===== config.mk =====
export PLATFORM = sky130hd
export DESIGN_NAME = cells_commit_flat
export DESIGN_NICKNAME = d
export VERILOG_FILES = /design/src/rtl/cells_commit_if.sv /design/src/rtl/cells_commit.sv /design/src/flat_wrapper.sv
export SDC_FILE = /design/constraint.sdc
export NUM_CORES = 1
export LEC_CHECK = 0
export ABC_CLOCK_PERIOD_IN_PS = 2100
export CORE_MARGIN = 2
export CORE_UTILIZATION = 30
export DETAILED_ROUTE_END_ITERATION = 10
export PLACE_DENSITY = 0.63
export SLEW_MARGIN = 25
export SYNTH_ARGS = -nofsm -noshare
export SYNTH_HDL_FRONTEND = slang
export SYNTH_SLANG_ARGS = --single-unit

===== constraint.sdc =====
create_clock -name clk_i -period 2.1 [get_ports clk_i]
set_clock_uncertainty 0.15 [all_clocks]
set_input_delay 0.42 -clock clk_i [delete_from_list [all_inputs] [get_ports clk_i]]
set_output_delay 0.42 -clock clk_i [all_outputs]
set_load 0.05 [all_outputs]

===== src/rtl/cells_commit_if.sv =====
// cells_commit_if
// Bundles the copy-back engine's control and memory-port signals.
//   start_i, vram_grant_i, ram_rd_data_i : into the engine
//   ram_rd_address_o                      : next-state RAM read port
//   ram_wr_address_o/data_o/en_o          : next-state RAM clear port
//   vram_wr_address_o/data_o/en_o         : VRAM write port
//   busy_o, done_o                        : pass status
// master = the commit engine, slave = the surrounding memories/controller.
interface cells_commit_if #(
    parameter int ADDR_WIDTH = 19,
    parameter int DATA_WIDTH = 2
);
    logic                  start_i;
    logic                  vram_grant_i;
    logic [DATA_WIDTH-1:0] ram_rd_data_i;
    logic [ADDR_WIDTH-1:0] ram_rd_address_o;
    logic [ADDR_WIDTH-1:0] ram_wr_address_o;
    logic [DATA_WIDTH-1:0] ram_wr_data_o;
    logic                  ram_wr_en_o;
    logic [ADDR_WIDTH-1:0] vram_wr_address_o;
    logic [DATA_WIDTH-1:0] vram_wr_data_o;
    logic                  vram_wr_en_o;
    logic                  busy_o;
    logic                  done_o;

    modport master (
        input  start_i, vram_grant_i, ram_rd_data_i,
        output ram_rd_address_o, ram_wr_address_o, ram_wr_data_o, ram_wr_en_o,
        output vram_wr_address_o, vram_wr_data_o, vram_wr_en_o, busy_o, done_o
    );

    modport slave (
        output start_i, vram_grant_i, ram_rd_data_i,
        input  ram_rd_address_o, ram_wr_address_o, ram_wr_data_o, ram_wr_en_o,
        input  vram_wr_address_o, vram_wr_data_o, vram_wr_en_o, busy_o, done_o
    );
endinterface


===== src/rtl/cells_commit.sv =====
// cells_commit
// Copies every cell of the next-state RAM into VRAM in raster order and,
// when CLEAR_RAM=1, zeroes each RAM cell as it is committed.
// Ports:
//   clk_i   : single clock, rising edge
//   reset_i : asynchronous, active-low reset
//   bus     : cells_commit_if.master (start, VRAM grant, RAM read/clear,
//             VRAM write, busy/done status)
//
// state | meaning
// ------+-------------------------------------------------------------
// IDLE  | waiting for start_i
// COPY  | issuing reads 0..N-1, committing the previous read on grant
// DRAIN | last read issued, waiting to commit cell N-1
// DONE  | one-cycle done_o pulse, busy_o still high
module cells_commit #(
    parameter int ACTIVE_COLUMNS = 640,
    parameter int ACTIVE_ROWS    = 480,
    parameter int ADDR_WIDTH     = $clog2(ACTIVE_COLUMNS * ACTIVE_ROWS),
    parameter int DATA_WIDTH     = 2,
    parameter bit CLEAR_RAM      = 1'b1
) (
    input  logic           clk_i,
    input  logic           reset_i,
    cells_commit_if.master bus
);
    localparam int                    N_CELLS   = ACTIVE_COLUMNS * ACTIVE_ROWS;
    localparam logic [ADDR_WIDTH-1:0] LAST_ADDR = ADDR_WIDTH'(N_CELLS - 1);

    typedef enum logic [1:0] {
        S_IDLE,
        S_COPY,
        S_DRAIN,
        S_DONE
    } state_t;

    state_t                state, state_nxt;
    logic [ADDR_WIDTH-1:0] rd_ptr, rd_ptr_nxt;
    logic [ADDR_WIDTH-1:0] wr_ptr, wr_ptr_nxt;
    logic                  valid, valid_nxt;
    logic                  in_pass;
    logic                  commit;
    logic                  stall;

    always_ff @(posedge clk_i or negedge reset_i) begin
        if (!reset_i) begin
            state  <= S_IDLE;
            rd_ptr <= '0;
            wr_ptr <= '0;
            valid  <= 1'b0;
        end else begin
            state  <= state_nxt;
            rd_ptr <= rd_ptr_nxt;
            wr_ptr <= wr_ptr_nxt;
            valid  <= valid_nxt;
        end
    end

    always_comb begin
        state_nxt  = state;
        rd_ptr_nxt = rd_ptr;
        wr_ptr_nxt = wr_ptr;
        valid_nxt  = valid;

        bus.ram_rd_address_o  = '0;
        bus.ram_wr_address_o  = '0;
        bus.ram_wr_data_o     = '0;
        bus.ram_wr_en_o       = 1'b0;
        bus.vram_wr_address_o = '0;
        bus.vram_wr_data_o    = '0;
        bus.vram_wr_en_o      = 1'b0;
        bus.busy_o            = (state != S_IDLE);
        bus.done_o            = 1'b0;

        in_pass = (state == S_COPY) || (state == S_DRAIN);
        commit  = in_pass && valid && bus.vram_grant_i;
        stall   = in_pass && valid && !bus.vram_grant_i;

        // The cell on ram_rd_data_i belongs to wr_ptr; the concurrent read
        // targets wr_ptr+1, so clearing wr_ptr never races the read.
        if (commit) begin
            bus.vram_wr_en_o      = 1'b1;
            bus.vram_wr_address_o = wr_ptr;
            bus.vram_wr_data_o    = bus.ram_rd_data_i;
            if (CLEAR_RAM) begin
                bus.ram_wr_en_o      = 1'b1;
                bus.ram_wr_address_o = wr_ptr;
            end
        end

        // On a stall the pending cell is read again so its data is still
        // on ram_rd_data_i when the grant comes back.
        if (stall) begin
            bus.ram_rd_address_o = wr_ptr;
        end

        case (state)
            S_IDLE: begin
                if (bus.start_i) begin
                    rd_ptr_nxt = '0;
                    valid_nxt  = 1'b0;
                    state_nxt  = S_COPY;
                end
            end
            S_COPY: begin
                if (!stall) begin
                    bus.ram_rd_address_o = rd_ptr;
                    wr_ptr_nxt           = rd_ptr;
                    valid_nxt            = 1'b1;
                    if (rd_ptr == LAST_ADDR) begin
                        state_nxt = S_DRAIN;
                    end else begin
                        rd_ptr_nxt = rd_ptr + ADDR_WIDTH'(1);
                    end
                end
            end
            S_DRAIN: begin
                if (commit) begin
                    valid_nxt = 1'b0;
                    state_nxt = S_DONE;
                end
            end
            S_DONE: begin
                bus.done_o = 1'b1;
                state_nxt  = S_IDLE;
            end
            default: begin
                state_nxt = S_IDLE;
            end
        endcase
    end
endmodule


===== src/flat_wrapper.sv =====
// flat-port wrapper written by rule: the top's interface ports become plain ports
module cells_commit_flat 
#(
    parameter int ACTIVE_COLUMNS = 640,
    parameter int ACTIVE_ROWS    = 480,
    parameter int ADDR_WIDTH     = $clog2(ACTIVE_COLUMNS * ACTIVE_ROWS),
    parameter int DATA_WIDTH     = 2,
    parameter bit CLEAR_RAM      = 1'b1
)
  (clk_i, reset_i, bus_start_i, bus_vram_grant_i, bus_ram_rd_data_i, bus_ram_rd_address_o, bus_ram_wr_address_o, bus_ram_wr_data_o, bus_ram_wr_en_o, bus_vram_wr_address_o, bus_vram_wr_data_o, bus_vram_wr_en_o, bus_busy_o, bus_done_o);
  cells_commit_if #(.ADDR_WIDTH(ADDR_WIDTH), .DATA_WIDTH(DATA_WIDTH)) bus_i ();
  input  logic clk_i;
  input  logic reset_i;
  input wire logic [$bits(bus_i.start_i)-1:0] bus_start_i;
  input wire logic [$bits(bus_i.vram_grant_i)-1:0] bus_vram_grant_i;
  input wire logic [$bits(bus_i.ram_rd_data_i)-1:0] bus_ram_rd_data_i;
  output wire logic [$bits(bus_i.ram_rd_address_o)-1:0] bus_ram_rd_address_o;
  output wire logic [$bits(bus_i.ram_wr_address_o)-1:0] bus_ram_wr_address_o;
  output wire logic [$bits(bus_i.ram_wr_data_o)-1:0] bus_ram_wr_data_o;
  output wire logic [$bits(bus_i.ram_wr_en_o)-1:0] bus_ram_wr_en_o;
  output wire logic [$bits(bus_i.vram_wr_address_o)-1:0] bus_vram_wr_address_o;
  output wire logic [$bits(bus_i.vram_wr_data_o)-1:0] bus_vram_wr_data_o;
  output wire logic [$bits(bus_i.vram_wr_en_o)-1:0] bus_vram_wr_en_o;
  output wire logic [$bits(bus_i.busy_o)-1:0] bus_busy_o;
  output wire logic [$bits(bus_i.done_o)-1:0] bus_done_o;
  assign bus_i.start_i = bus_start_i;
  assign bus_i.vram_grant_i = bus_vram_grant_i;
  assign bus_i.ram_rd_data_i = bus_ram_rd_data_i;
  assign bus_ram_rd_address_o = bus_i.ram_rd_address_o;
  assign bus_ram_wr_address_o = bus_i.ram_wr_address_o;
  assign bus_ram_wr_data_o = bus_i.ram_wr_data_o;
  assign bus_ram_wr_en_o = bus_i.ram_wr_en_o;
  assign bus_vram_wr_address_o = bus_i.vram_wr_address_o;
  assign bus_vram_wr_data_o = bus_i.vram_wr_data_o;
  assign bus_vram_wr_en_o = bus_i.vram_wr_en_o;
  assign bus_busy_o = bus_i.busy_o;
  assign bus_done_o = bus_i.done_o;
  cells_commit #(.ACTIVE_COLUMNS(ACTIVE_COLUMNS), .ACTIVE_ROWS(ACTIVE_ROWS), .ADDR_WIDTH(ADDR_WIDTH), .DATA_WIDTH(DATA_WIDTH), .CLEAR_RAM(CLEAR_RAM)) u_core (.clk_i(clk_i), .reset_i(reset_i), .bus(bus_i));
endmodule

==> flow_summary.toml, run 1 <==
[outcome]
status = "complete, but fails checks"
violations = "negative setup slack"

[setup_path]
r2r_end = "u_core.state[1]"
startpoint = "u_core.state[1]"
slowest_delay_ns = 0.36
crit_path_max_fanout = 17
worstPathRequired_ns = 1.53
worstSetupStartpointType = "flip-flop"
rrSetupSlack_ns = 0.06
worstSetupEndpointType = "primary output"
cp.arrival_ns = 1.81
crit_top_cell = "nor2_4"
critPathSlowestCell = "dfrtp_1"
cp_cell_sequence = "inv_2 > ha_4 > nand2_2 > nor2_4 > nor2_4 > buf_12 > a22o_4 > buf_6"
worstSetupPathType = "flip-flop to primary output"
r2r-start = "u_core.state[1]"
worstRegToRegCells = 8

[global_routing]
use_met3_pct = 3.16
overflow = 0
grt.total_usage_pct = 15.7
grt_pass1_vias = 2384
grt.met2_usage_pct = 25.8
antenna_found_initial = 0
use_met1_pct = 21.1
grt_pass1_wl_mm = 12.4
grt_max_degree = 24
top_usage_layer = "met2"

[timing]
max_freq_mhz = 420
slew_headroom_pct = 64.9
setup_ws_ns = -0.281
drv_slew = 0
tightest_slew_ns = 0.526
timing.final.crit_share_pct = 113
setup_viol = 61
hold_viol_final = 0
fin_crit_ns = 2.38
rsz0062_at_grt = "true"

[logic_synthesis]
ys_top_cells_by_area = "dfrtp_1 37%, mux2_2 8.6%, a22o_1 6.4%, buf_4 6.0%, and2_1 4.8%"
syn_area_um2 = 2740
synth_most_common_cell = "dfrtp_1"
synth_edf_count = 0
async_flop_share_pct = 100
yosys_warnings = 0
yosys.area.top_type_share_pct = 37.4
synth_common_cells = "41 x dfrtp_1, 22 x buf_4, 21 x and2_1, 21 x mux2_2, 20 x a22o_1"
synth_area_per_cell_um2 = 10.0
synth-seq-area-share_pct = 37.4
ys_seq_elements = 41
yosysUniqueCellTypes = 52
ys.flop_type = "dfrtp_1"
syn_inst = 273
synth_top_area_cell = "dfrtp_1"

[finish]
layout-drive-gt1-share_pct = 57.7
syn_to_final_growth_pct = 68.6
final_core_util_pct = 52.5
finalNetCount = 377
n_antenna_cell = 0
design_area_um2 = 4620

[power]
p_leak_nw = 2.16
intPower_mw = 1.98
p_switching_mw = 1.35
comb_power_share_pct = 52.3
seqPwrFrac_pct = 30.9
power_density_nw_per_um2 = 721
swShare_pct = 40.5
clkPwrFrac_pct = 16.8
max-vdd-ir-drop_v = 0.000360

[min_path]
min-delay-start = "u_core.wr_ptr[5]"
min_path_type = "flip-flop to flip-flop"
min_to = "u_core.wr_ptr[5]"
min_path_cells = 1

[cts]
numCtsBuffers = 5
clk_pin_slew_ns = 0.08
clk_path_buf_depth = 2
clock_sinks = 41
insertion_delay_ns = 0.31
cts_tree = "built"
htreeDepth = 2
root_buffer = "clkbuf_8"

[drt]
num_vias = 2468
drt_iter0_drc = 185
via_per_inst = 5.21
wl_mm = 7.46
drc_errors = 0
dr.pass1.iters = 4
routedWlPerCell_um = 15.7
final_antenna_net_count = 0

[die]
die_h_um = 99.6
io_pins = 71
dieArea_um2 = 9920
num_rows = 34
core_um2 = 8810
start_util_pct = 31.1
die_w_um = 99.6

[placement]
hpwl_mm = 5.73
io_buffers = 68
place_area_um2 = 4340
gp_congestion = 0.862
pre_cts_ws_ns = -0.298

[run]
drv_cap = 0
## power by group through the flow
stage	Sequential, mW	Combinational (mW)	Clock [mW]
final	1.03	1.74	0.559
after global placement	1.04	1.66	0
after CTS	1.03	1.75	0.577
after floorplan	1.02	1.13	0
after global routing	1.05	1.83	0.609
after detailed placement	1.04	1.69	0
## through the flow
step                power [mW]  hold slack, ns  cells  TNS, ns
global placement          2.70           0.274    457   -11.16
detailed placement        2.73           0.280    457   -12.17
global route              3.49           0.429    474   -18.95
floorplan                 2.15         -0.0256    274        0
CTS                       3.36           0.414    471   -16.43
finish                    3.33           0.410    474   -15.10
## cells in the final DEF (no fill, tap or decap), types with 3 or more instances in the layout
master,n
a2111oi_1,3
a211o_1,7
a21oi_1,4
a22o_4,19
a31o_1,3
a31oi_1,8
a41oi_1,3
and2_4,21
and3_1,9
and4_1,3
buf_12,48
buf_4,52
buf_6,18
buf_8,3
clkbuf_8,6
clkdlybuf4s50_1,4
dfrtp_1,41
ha_1,4
inv_1,5
inv_2,3
mux2_2,21
nand2_1,12
nand2b_1,3
nand3_1,7
nand3_2,3
nand4_1,4
nor3_1,3
nor4_1,3
o211a_1,3
## metal layers
metal / wire (um) / share of wire [%]
met5: 0 / 0
met4: 69 / 0.93
met3: 323 / 4.3
met2: 3680 / 49
met1: 3380 / 45
## how the worst max path moves through the flow
stage	end	slack, ns
floorplan	bus_ram_rd_address_o[10]	0.008
global placement	bus_ram_rd_address_o[7]	-0.27
detailed placement	bus_ram_rd_address_o[8]	-0.30
CTS	bus_ram_rd_address_o[8]	-0.32
global route	bus_ram_rd_address_o[8]	-0.35
finish	bus_ram_rd_address_o[8]	-0.28
## kinds of logic (layout without fill, tap and decap cells)
| group | after synthesis | in the layout | share of synthesized area [%] |
|---|---|---|---|
| DFF | 41 | 41 | 37.4 |
| AOI/OAI and AO/OA | 65 | 65 | 19.2 |
| adders and majority gates | 6 | 6 | 2.74 |
| buffers and inverters | 51 | 143 | 11.3 |
| other | 1 | 2 | 0.137 |
| and+or+nand+nor | 85 | 85 | 19.3 |
| muxes | 24 | 24 | 9.90 |
## worst max-delay path, delay by kind of cell (launching register included)
kind	cells	cell delay, ns
adders and majority gates	1	0.27
buffers and inverters	3	0.37
AOI/OAI and AO/OA	1	0.22
DFF	1	0.36
and+or+nand+nor	3	0.28
## what timing repair did
action                                  4_1_cts  5_1_grt
resized for setup                            29        3
hold endpoints to repair                     18        0
hold buffers                                  1        0
pin swaps                                     3        3
endpoints found under the setup margin       68       78
setup buffers                                 5        3
## layout make-up
class | count | area, um2
Timing Repair Buffer | 127 | 1650
Inverter | 8 | 30.0
Clock buffer | 6 | 82.6
Multi-Input combinational cell | 182 | 1680
Tap cell | 108 | 135
Fill cell | 737 | 4180
Sequential cell | 41 | 1030
Clock inverter | 2 | 13.8
## flip-flops by register name, indices dropped and copies added, names as in the netlist
name,cells
u_core.rd_ptr,19
u_core.state,2
u_core.valid,1
u_core.wr_ptr,19
Power figures use the tool's default switching activity.
==> run 2: changes to the inputs <==
Settings changed: DONT_BUFFER_PORTS set to 1, PLACE_DENSITY 0.63 to 0.52.
==> run 2 against run 1 <==
Effect of this change:
- the run still ends with negative setup slack left
- power decreased by 11%
- flip-flop and latch count did not move
- worst hold slack lost 0.10 ns
- cell count decreased by 11%
==> flow_summary.toml, run 2 (synthesis results as in run 1) <==
[global_routing]
use_met1_pct = 19.9
grt.met2_usage_pct = 23.4
grt_pass1_wl_mm = 11.7
grt_max_degree = 42
overflow = 0
use_met3_pct = 3.30
grt.total_usage_pct = 14.6
antenna_found_initial = 0
grt_pass1_vias = 2161
top_usage_layer = "met2"

[setup_path]
worstSetupStartpointType = "flip-flop"
r2r-start = "u_core.state[0]"
cp.arrival_ns = 1.80
startpoint = "u_core.state[0]"
worstPathRequired_ns = 1.53
crit_path_max_fanout = 11
worstSetupEndpointType = "primary output"
worstSetupPathType = "flip-flop to primary output"

[timing]
hold_viol_final = 0
drv_slew = 0
setup_viol = 63
max_freq_mhz = 421
fin_crit_ns = 2.37
rsz0062_at_grt = "true"
timing.final.crit_share_pct = 113
setup_ws_ns = -0.275

[finish]
final_core_util_pct = 44.3
syn_to_final_growth_pct = 42.4
layout-drive-gt1-share_pct = 52.9
n_antenna_cell = 0
reg_top3 = "u_core.rd_ptr x19, u_core.wr_ptr x19, u_core.state x2"
mostFrequentLayoutCell = "buf_4"
layout_common_cells = "42 x buf_4, 41 x dfrtp_1, 21 x and2_4, 19 x a22o_4, 19 x buf_12"
finalNetCount = 325
final_cells = 422

[power]
comb_power_share_pct = 47.9
power_density_nw_per_um2 = 759
intPower_mw = 1.68
seqPwrFrac_pct = 34.8
p_switching_mw = 1.28
clkPwrFrac_pct = 17.3
max-vdd-ir-drop_v = 0.000353
swShare_pct = 43.3
p_leak_nw = 1.84

[die]
die_h_um = 99.6
core_um2 = 8810
dieArea_um2 = 9920
num_rows = 34
die_w_um = 99.6
start_util_pct = 31.1
io_pins = 71

[min_path]
min_path_type = "input pin to flip-flop"
min-delay-start = "bus_start_i"

[drt]
final_antenna_net_count = 0
via_per_inst = 5.43
wl_mm = 7.66
dr.pass1.iters = 4
num_vias = 2290
drt_iter0_drc = 127
routedWlPerCell_um = 18.1
drc_errors = 0

[cts]
clock_sinks = 41
insertion_delay_ns = 0.29
cts_tree = "built"
clk_pin_slew_ns = 0.08
htreeDepth = 2
clk_path_buf_depth = 2
root_buffer = "clkbuf_8"
numCtsBuffers = 5

[placement]
place_inst = 394
gp_congestion = 0.833
io_buffers = 0
pre_cts_ws_ns = -0.0199
hpwl_mm = 5.29

[outcome]
status = "complete, but fails checks"
violations = "negative setup slack"

[run]
drv_cap = 0
[run 2: changes by cell type in the layout (fill, tap and decap cells not counted), sizes merged]
cell and delta:
buf -50, clkdlybuf4s50 -4, clkbuf +2
[run 2: worst paths after layout]
| check | to | slack (ns) | depth (start not counted) |
|---|---|---|---|
| worst max-delay path | bus_ram_rd_address_o[4] | -0.27 | 7 |
| worst min register to register | u_core.wr_ptr[7] | 0.41 | 1 |
| worst max register to register | u_core.state[1] | -0.06 | 8 |
| worst min-delay path | u_core.rd_ptr[3] | 0.31 | 3 |
| max in group asynchronous | u_core.rd_ptr[7] | 1.13 | 2 |
| min in group asynchronous | u_core.rd_ptr[1] | 0.46 | 2 |
[run 2: power groups by stage]
stage	Combinational, mW	Sequential [mW]	Clock, mW
floorplan	1.13	1.02	0
finish	1.42	1.03	0.512
global placement	1.31	1.04	0
global route	1.49	1.05	0.564
CTS	1.37	1.03	0.531
detailed placement	1.33	1.05	0
[run 2: critical path, stage by stage (launching register included)]
cell,delay (ns)
dfrtp_1,0.40
inv_2,0.07
ha_4,0.29
nand2_4,0.05
nor2_4,0.16
nor2_4,0.09
buf_12,0.16
a22o_4,0.29
[run 2: cell type report]
class / count / area (um2)
Clock buffer: 6 / 72.6
Clock inverter: 2 / 10.0
Fill cell: 816 / 4900
Inverter: 8 / 30.0
Multi-Input combinational cell: 182 / 1730
Sequential cell: 41 / 1030
Tap cell: 108 / 135
Timing Repair Buffer: 75 / 900
[run 2: metal layers]
metal  wire, um  up-vias  part of all wire [%]
li1           -     1070                     -
met3        409        6                   5.3
met2       3780       65                    49
met5          0        -                     0
met1       3390     1149                    44
met4         74        0                  0.97
[run 2: per-stage QoR]
| stage | cell area (um2) | setup TNS, ns | power [mW] | hold slack (ns) |
|---|---|---|---|---|
| floorplan | 3130 | 0 | 2.15 | -0.0256 |
| global placement | 3480 | -0.00732 | 2.36 | -0.0228 |
| detailed placement | 3480 | -0.105 | 2.37 | -0.0233 |
| CTS | 3660 | -13.60 | 2.93 | 0.314 |
| global route | 3900 | -19.37 | 3.10 | 0.341 |
| finish | 3900 | -14.59 | 2.96 | 0.306 |
[run 2: repair_timing]
| action | in CTS | in global routing |
|---|---|---|
| buffers inserted | 4 | 11 |
| hold buffers | 2 | 0 |
| hold endpoints to repair | 41 | 0 |
| pin swaps | 4 | 18 |
| resized for setup | 10 | 23 |
| gates cloned | 0 | 3 |
| endpoints found under the setup margin | 63 | 72 |
==> run 3: changes to the inputs <==
Settings changed: GPL_ROUTABILITY_DRIVEN set to 0.
==> results of run 3 <==
No change in the layout: final DEF, timing and power equal those of run 2.
